==> src/rtl/pll_seq_pkg.sv <==
// Shared state encoding and elaboration helpers for the PLL lock sequencer.
package pll_seq_pkg;

  localparam int STATE_W = 2;

  typedef enum logic [STATE_W-1:0] {
    RESET     = 2'd0,
    WAIT_LOCK = 2'd1,
    STABLE    = 2'd2,
    RUN       = 2'd3
  } seq_state_t;

  function automatic int unsigned max3(input int unsigned a, input int unsigned b,
                                       input int unsigned c);
    int unsigned m;
    m = (a > b) ? a : b;
    return (m > c) ? m : c;
  endfunction

endpackage

==> src/rtl/sync_2ff.sv <==
// Two-flop synchronizer for a single asynchronous level, cleared to 0 by reset.
module sync_2ff (
  input  logic clk,
  input  logic rst,
  input  logic d,
  output logic q
);

  logic meta;

  always_ff @(posedge clk or posedge rst) begin
    if (rst) begin
      meta <= 1'b0;
      q    <= 1'b0;
    end else begin
      meta <= d;
      q    <= meta;
    end
  end

endmodule

==> src/rtl/pll_lock_sequencer.sv <==
// Drives PLL reset, qualifies LOCK and holds the downstream reset tree until lock
// has been stable; retries on timeout, lock loss or explicit relock request.
module pll_lock_sequencer
  import pll_seq_pkg::*;
#(
  parameter int RST_CYCLES    = 64,
  parameter int LOCK_TIMEOUT  = 50000,
  parameter int STABLE_CYCLES = 1024,
  parameter int MAX_RETRY     = 8,
  parameter int CNT_W         = 8
) (
  input  logic             clk,
  input  logic             rst,
  input  logic             pll_lock,
  input  logic             relock_req,
  output logic             pll_rst,
  output logic             rst_out,
  output logic             locked_stable,
  output logic             fail,
  output logic [CNT_W-1:0] retry_cnt,
  output logic [CNT_W-1:0] loss_cnt,
  output logic [1:0]       state_o
);

  localparam int TIMER_W = $clog2(max3(RST_CYCLES, LOCK_TIMEOUT, STABLE_CYCLES));
  localparam logic [CNT_W-1:0] CNT_MAX = '1;

  seq_state_t         state;
  seq_state_t         state_d;
  logic [TIMER_W-1:0] timer;
  logic [TIMER_W-1:0] timer_d;
  logic [CNT_W-1:0]   retry_d;
  logic [CNT_W-1:0]   loss_d;
  logic               fail_d;
  logic               pll_rst_d;
  logic               rst_out_d;
  logic               locked_d;
  logic               lock_s;
  logic               rst_done;
  logic               lock_timeout;
  logic               stable_done;

  sync_2ff u_lock_sync (
    .clk (clk),
    .rst (rst),
    .d   (pll_lock),
    .q   (lock_s)
  );

  assign rst_done     = (timer == TIMER_W'(RST_CYCLES - 1));
  assign lock_timeout = (timer == TIMER_W'(LOCK_TIMEOUT - 1));
  assign stable_done  = (timer == TIMER_W'(STABLE_CYCLES - 1));
  assign state_o      = state;

  // All outputs come from registers loaded with the values implied by the next state,
  // so they change in the same cycle the state does.
  always_ff @(posedge clk or posedge rst) begin
    if (rst) begin
      state         <= RESET;
      timer         <= '0;
      retry_cnt     <= '0;
      loss_cnt      <= '0;
      fail          <= 1'b0;
      pll_rst       <= 1'b1;
      rst_out       <= 1'b1;
      locked_stable <= 1'b0;
    end else begin
      state         <= state_d;
      timer         <= timer_d;
      retry_cnt     <= retry_d;
      loss_cnt      <= loss_d;
      fail          <= fail_d;
      pll_rst       <= pll_rst_d;
      rst_out       <= rst_out_d;
      locked_stable <= locked_d;
    end
  end

  // Relock requests win over everything except the fixed-length PLL reset pulse.
  always_comb begin
    state_d = state;
    case (state)
      RESET: begin
        if (rst_done) state_d = WAIT_LOCK;
      end
      WAIT_LOCK: begin
        if (relock_req)        state_d = RESET;
        else if (lock_s)       state_d = STABLE;
        else if (lock_timeout) state_d = RESET;
      end
      STABLE: begin
        if (relock_req)       state_d = RESET;
        else if (!lock_s)     state_d = WAIT_LOCK;
        else if (stable_done) state_d = RUN;
      end
      RUN: begin
        if (relock_req || !lock_s) state_d = RESET;
      end
      default: state_d = RESET;
    endcase
  end

  // A loss in RUN is counted even when a relock request arrives in the same cycle.
  always_comb begin
    timer_d = (state_d != state) ? '0 : timer + 1'b1;

    retry_d = retry_cnt;
    if (state == WAIT_LOCK && !relock_req && !lock_s && lock_timeout)
      retry_d = (retry_cnt == CNT_MAX) ? retry_cnt : retry_cnt + 1'b1;
    else if (state == STABLE && state_d == RUN)
      retry_d = '0;

    loss_d = loss_cnt;
    if (state == RUN && !lock_s)
      loss_d = (loss_cnt == CNT_MAX) ? loss_cnt : loss_cnt + 1'b1;

    fail_d    = fail | (retry_d >= CNT_W'(MAX_RETRY));
    pll_rst_d = (state_d == RESET);
    rst_out_d = (state_d != RUN);
    locked_d  = (state_d == RUN);
  end

endmodule

==> config.mk <==
export PLATFORM = sky130hd
export DESIGN_NAME = pll_lock_sequencer
export DESIGN_NICKNAME = d
export VERILOG_FILES = /design/src/rtl/pll_seq_pkg.sv /design/src/rtl/sync_2ff.sv /design/src/rtl/pll_lock_sequencer.sv
export SDC_FILE = /design/constraint.sdc
export NUM_CORES = 1
export LEC_CHECK = 0
export ABC_AREA = 1
export BUFFER_PORTS_ARGS = -buffer_cell sky130_fd_sc_hd__clkbuf_2
export CAP_MARGIN = 20
export CORE_MARGIN = 2
export CORE_UTILIZATION = 60
export CTS_BUF_LIST = sky130_fd_sc_hd__clkbuf_2 sky130_fd_sc_hd__clkbuf_4 sky130_fd_sc_hd__clkbuf_8
export DETAILED_ROUTE_END_ITERATION = 6
export GPL_ROUTABILITY_DRIVEN = 0
export PLACE_DENSITY = 0.82
export SLEW_MARGIN = 30
export SYNTH_ARGS = -nofsm -noshare
export SYNTH_HDL_FRONTEND = slang
export SYNTH_SLANG_ARGS = --single-unit
==> constraint.sdc <==
create_clock -name clk -period 2.2 [get_ports clk]
set_clock_uncertainty 0.05 [all_clocks]
set_input_delay 0.44 -clock clk [delete_from_list [all_inputs] [get_ports clk]]
set_output_delay 0.44 -clock clk [all_outputs]
set_load 0.02 [all_outputs]
==> results.json, run 1 <==
{
  "status": "completed",
  "wl_per_cell_um": 11.9,
  "drt_first_iter_violations": 99,
  "worst_r2r_path_depth": 10,
  "place_inst": 347,
  "cts_resized": 0,
  "path_class": "register to register",
  "worst_setup_path_end_kind": "register",
  "max_slew_margin": 0.676,
  "met1_usage": 0.263,
  "synthToLayoutAreaGrowth_pct": 11.8,
  "synth.cell_area_mm2": 0.00222,
  "insertion_delay_ns": 0.30,
  "synthCells": 275,
  "htreeDepth": 2,
  "fin_ws_ns": 0.298,
  "ctsHoldBuffers": 0,
  "grt_pass1_vias": 1707,
  "synthTopCellsByCount": "64 x nand2_1, 43 x inv_1, 41 x nor2_1",
  "cts_buffers": 5,
  "p_per_area_mw_per_mm2": 886,
  "synth_top_area_share": 0.428,
  "report.final.slew_viol_count": 0,
  "die_area_mm2": 0.00421,
  "place_ws_ns": 0.309,
  "layout-drive-gt1-share": 0.215,
  "core_area_mm2": 0.00361,
  "rrSetupSlack_ns": 0.30,
  "synth_most_common_cell": "nand2_1",
  "ys_ff_latch": 40,
  "first_pass_iters": 4,
  "grt_pass1_wl_um": 7150,
  "viasPerCell": 5.08,
  "crit_chain": "ha_1 -> nand3_2 -> nor2_2 -> nand2_1 -> a21oi_2 -> nand4_2 -> nand2_1 -> nand2_1 -> nor2_1 -> nand2_1",
  "fin_crit_ns": 1.90,
  "start_util": 0.616,
  "postRouteAntennaNets": 0,
  "cts.sinks": 40,
  "final.setup.tns_ns": 0,
  "vias": 1802,
  "hpwl_um": 3070,
  "rsz0062_at_grt": "no",
  "critical_path_required_ns": 2.33,
  "nets": 313,
  "hold_viol_final": 0,
  "post-route-drc-count": 0,
  "fp.dieW_um": 64.9,
  "synth.net_count": 282,
  "antenna_cells": 0,
  "stdcell_count": 355,
  "post_cts_buffers": 0,
  "utilization": 0.689,
  "synth-seq-area-share": 0.452,
  "use_met2": 0.390,
  "crit_slowest_cell": "dfrtp_1",
  "track_usage": 0.218,
  "power.total_uw": 2200,
  "max-clock-path-buffers": 2,
  "clockRootBuffer": "clkbuf_8",
  "synth.avg_cell_area_um2": 8.08,
  "grt_max_degree": 41,
  "yosysUniqueCellTypes": 31,
  "globalRouteMet3Util": 0.0521,
  "path_clk_slew_ns": 0.09,
  "regToRegEndpoint": "fail$_DFF_PP0_",
  "irDropWorstVdd_mv": 0.582,
  "slowest_delay_ns": 0.37,
  "grt_overflow": 0,
  "worst_slew_pin_slew_ns": 0.486,
  "grt-busiest-layer": "met2",
  "r2r_start": "timer[0]$_DFF_PP0_",
  "synthArstFlopShare": 1.00,
  "yosysWarningCount": 0,
  "port-buffer-count": 25,
  "p_leak_uw": 0.00127,
  "hold_class": "input port to async pin",
  "synth_area_leader_cell": "dfrtp_1",
  "worstSetupStartpointType": "register",
  "num_rows": 22,
  "ys.flop_type": "dfrtp_1",
  "tritoncts": "yes",
  "setup_violations": 0,
  "finalCritPeriodShare": 0.865,
  "antenna_found_initial": 0,
  "chipHeight_um": 64.9,
  "synth_edf_count": 0,
  "cp.arrival_ns": 2.03,
  "num_io_pins": 26,
  "crit_fanout": 8,
  "ys_top_cells_by_area": "dfrtp_1 43%, nand2_1 11%, inv_1 7.3%, nor2_1 6.9%, xor2_1 3.9%",
  "drv_cap": 0,
  "max_freq_mhz": 526,
  "path_common_cell": "nand2_1",
  "drt_wl_total_um": 4220
}
[flip-flops by register name, indices dropped and copies added (netlist names)]
register	count
u_lock_sync.q	1
rst_out	1
state_o	2
locked_stable	1
fail	1
retry_cnt	8
loss_cnt	8
pll_rst	1
timer	16
u_lock_sync.meta	1
[worst max path at each step]
| stage | from | slack [ns] | depth (start not counted) | endpoint |
|---|---|---|---|---|
| 2_1_floorplan | state_o[0]$_DFF_PP0_ | 0.46 | 12 | fail$_DFF_PP0_ |
| 3_3_place_gp | relock_req | 0.36 | 11 | fail$_DFF_PP0_ |
| 3_5_place_dp | timer[0]$_DFF_PP0_ | 0.31 | 10 | fail$_DFF_PP0_ |
| 4_1_cts | timer[0]$_DFF_PP0_ | 0.28 | 10 | fail$_DFF_PP0_ |
| 5_1_grt | timer[0]$_DFF_PP0_ | 0.07 | 10 | fail$_DFF_PP0_ |
| 6_report | timer[0]$_DFF_PP0_ | 0.30 | 10 | fail$_DFF_PP0_ |
[layer usage]
metal | up-vias | share of wire
met2 | 38 | 0.52
met4 | 0 | 0.0085
met1 | 853 | 0.43
met5 | - | 0
met3 | 6 | 0.047
li1 | 905 | -
[per-stage QoR]
stage / area [um2] / hold WS, ns
floorplan: 2220 / 0.281
global placement: 2390 / 0.290
detailed placement: 2390 / 0.306
CTS: 2480 / 0.195
global route: 2480 / 0.199
finish: 2480 / 0.164
[cell type report]
cell class	count	area (um2)
Fill cell	307	1120
Multi-Input combinational cell	189	1030
Sequential cell	40	1000
Inverter	44	165
Timing Repair Buffer	26	133
Clock buffer	6	82.6
Tap cell	48	60.1
Clock inverter	2	15.0
[worst max-delay path, delay by kind of cell (launching register included)]
family	cells	cell delay, ns
DFF	1	0.37
AOI/OAI and AO/OA	1	0.17
adders and majority gates	1	0.22
and+or+nand+nor	8	0.98
[layout by cell type, fill, tap and decap left out, drive strengths merged]
cell type,n
nand4,6
xor2,10
o21ai,11
o21bai,1
mux2,1
dfstp,2
a21oi,5
nor2,56
clkbuf,31
ha,3
o211ai,1
xnor2,6
dfrtp,38
buf,1
nand3,16
clkinvlp,2
inv,44
a21boi,1
nand2,67
nor3,5
[report_power, final]
part / internal (uW) / total, uW / leakage, uW / switching, uW
sequential: 859 / 991 / 0.000513 / 132
clock: 254 / 529 / 0.0000434 / 275
combinational: 225 / 681 / 0.000712 / 456
[cell families (layout without fill, tap and decap cells)]
| kind of cell | after synthesis | in the layout | synth area share |
|---|---|---|---|
| muxes | 1 | 1 | 0.00507 |
| buffers and inverters | 46 | 78 | 0.0867 |
| AOI/OAI and AO/OA | 19 | 19 | 0.0529 |
| DFF | 40 | 40 | 0.452 |
| xor gates and xnor gates | 16 | 16 | 0.0631 |
| and+or+nand+nor | 150 | 150 | 0.324 |
| adders and majority gates | 3 | 3 | 0.0169 |
(Power assumes the default switching activity.)
==> run 2, diff against run 1 <==
Settings changed: PLACE_DENSITY 0.82 to unset, PLACE_DENSITY_LB_ADDON set to 0.3, SLEW_MARGIN 30 to unset.
==> run 2 against run 1 <==
- via count decreased by 1.1%
- sequential cell count is the same
- non-clock buffer count is the same
- power rose by 3.2%
- utilization up 0.38 points
- combinational power rose by 0.7%
- sequential power is essentially flat
- critical path type unchanged
- highest routed layer unchanged
==> results.json, run 2 (synthesis results as in run 1) <==
{
  "critPathTopFamily": "simple AND/OR/NAND/NOR gates",
  "drv_cap": 0,
  "report.final.slew_viol_count": 0,
  "tritoncts": "yes",
  "finalCritPeriodShare": 0.877,
  "hold_slack_ns": 0.188,
  "chipHeight_um": 64.9,
  "irDropWorstVdd_mv": 0.631,
  "num_rows": 22,
  "crit_chain": "ha_1 -> nand3_2 -> nor2_2 -> nand2_1 -> a21oi_2 -> nand4_2 -> nand2_1 -> nand2_1 -> nor2_1 -> nand2_1",
  "die_area_mm2": 0.00421,
  "wl_met1_um": 1890,
  "insertion_delay_ns": 0.29,
  "cts.sinks": 40,
  "start_util": 0.616,
  "synthToLayoutAreaGrowth_pct": 12.4,
  "crit_slowest_cell": "dfrtp_1",
  "hold_class": "input port to async pin",
  "biggestRegsByFlops": "timer: 16 flops, loss_cnt: 8 flops, retry_cnt: 8 flops",
  "antenna_found_initial": 0,
  "fp.dieW_um": 64.9,
  "first_pass_iters": 5,
  "drt_wl_total_um": 4080,
  "layout-drive-gt1-share": 0.215,
  "fin_crit_ns": 1.93,
  "viasPerCell": 5.02,
  "htreeDepth": 2,
  "cts_buffers": 5,
  "wl_met2_um": 1980,
  "wl_per_cell_um": 11.5,
  "cts_resized": 0,
  "max_slew_margin": 0.668,
  "num_io_pins": 26,
  "status": "completed",
  "nets": 313,
  "hold_viol_final": 0,
  "slowest_delay_ns": 0.37,
  "path_class": "register to register",
  "track_usage": 0.216,
  "post-route-drc-count": 0,
  "crit_fanout": 8,
  "final.setup.tns_ns": 0,
  "drt_first_iter_violations": 75,
  "power.total_uw": 2270,
  "p_leak_uw": 0.00128,
  "final_cell_mix": "64 x nand2_1, 43 x inv_1, 41 x nor2_1",
  "worst_slew_pin_slew_ns": 0.498,
  "cp.arrival_ns": 2.07,
  "path_clk_slew_ns": 0.08,
  "utilization": 0.693,
  "max_freq_mhz": 518,
  "path_buf_inv": 0,
  "path_common_cell": "nand2_1",
  "clockRootBuffer": "clkbuf_8",
  "largest_reg_flops": 16,
  "post_cts_buffers": 0,
  "stdcell_count": 355,
  "grt_max_degree": 41,
  "worst_setup_path_end_kind": "register",
  "postRouteAntennaNets": 0,
  "wl_met3_um": 186,
  "worst_r2r_path_depth": 10,
  "max-clock-path-buffers": 2,
  "top_register": "timer",
  "vias": 1783,
  "top_layer": "met4",
  "place_inst": 347,
  "core_area_mm2": 0.00361,
  "port-buffer-count": 25,
  "critical_path_required_ns": 2.34,
  "final_common_cell": "nand2_1",
  "grt_pass1_vias": 1640,
  "antenna_cells": 0,
  "p_per_area_mw_per_mm2": 909,
  "grt_pass1_wl_um": 7000,
  "hpwl_um": 2950,
  "ctsHoldBuffers": 0,
  "worst-path-stages": 10,
  "setup_violations": 0,
  "rsz0062_at_grt": "no",
  "worstSetupStartpointType": "register",
  "grt_overflow": 0
}
==> run 2: cell types whose count changed in the layout (fill, tap and decap cells not counted), sizes merged <==
cell	delta
bufinv	+1
clkinv	+1
clkinvlp	-2
==> run 2: final timing paths <==
| check | start | to | slack, ns |
|---|---|---|---|
| min in group clk | pll_lock | u_lock_sync.meta$_DFF_PP0_ | 0.20 |
| setup reg to reg | timer[0]$_DFF_PP0_ | fail$_DFF_PP0_ | 0.27 |
| hold / removal | rst | loss_cnt[6]$_DFFE_PP0P_ | 0.19 |
| max in group asynchronous | rst | pll_rst$_DFF_PP1_ | 1.55 |
| hold reg to reg | u_lock_sync.meta$_DFF_PP0_ | u_lock_sync.q$_DFF_PP0_ | 0.31 |
| setup / recovery | timer[0]$_DFF_PP0_ | fail$_DFF_PP0_ | 0.27 |
==> run 2: per-stage QoR <==
stage	cell area, um2	setup WS (ns)
after floorplan	2220	0.460
after global placement	2390	0.307
after detailed placement	2390	0.288
after CTS	2500	0.271
after global routing	2500	0.0380
final	2500	0.270
==> run 2: power by group <==
part | switching [uW] | internal [uW] | total [uW] | leakage (uW)
clock network | 248 | 349 | 597 | 0.0000586
registers | 129 | 860 | 989 | 0.000513
logic | 462 | 224 | 686 | 0.000712
total | 839 | 1430 | 2270 | 0.00128
==> run 2: area by class of cell <==
| type | count | area, um2 |
|---|---|---|
| flip-flops and latches | 40 | 1000 |
| well taps | 48 | 60.1 |
| fillers | 309 | 1110 |
| inverters | 44 | 165 |
| clock buffers | 6 | 76.3 |
| clock inverters | 2 | 35.0 |
| repair buffers | 26 | 133 |
| multi-input cells | 189 | 1030 |
==> run 2: layer usage <==
| metal | vias to the layer above | global-route usage |
|---|---|---|
| met2 | 38 | 0.352 |
| met1 | 837 | 0.280 |
| met4 | 0 | 0.0745 |
| met3 | 4 | 0.0538 |
| li1 | 904 | - |
| met5 | - | 0 |
==> run 2: worst reg2reg max path: stages, from the launching register on <==
cell and delay [ns]:
dfrtp_1 0.37, ha_1 0.22, nand3_2 0.15, nor2_2 0.16, nand2_1 0.08, a21oi_2 0.17, nand4_2 0.24, nand2_1 0.18
nand2_1 0.07, nor2_1 0.09, nand2_1 0.06
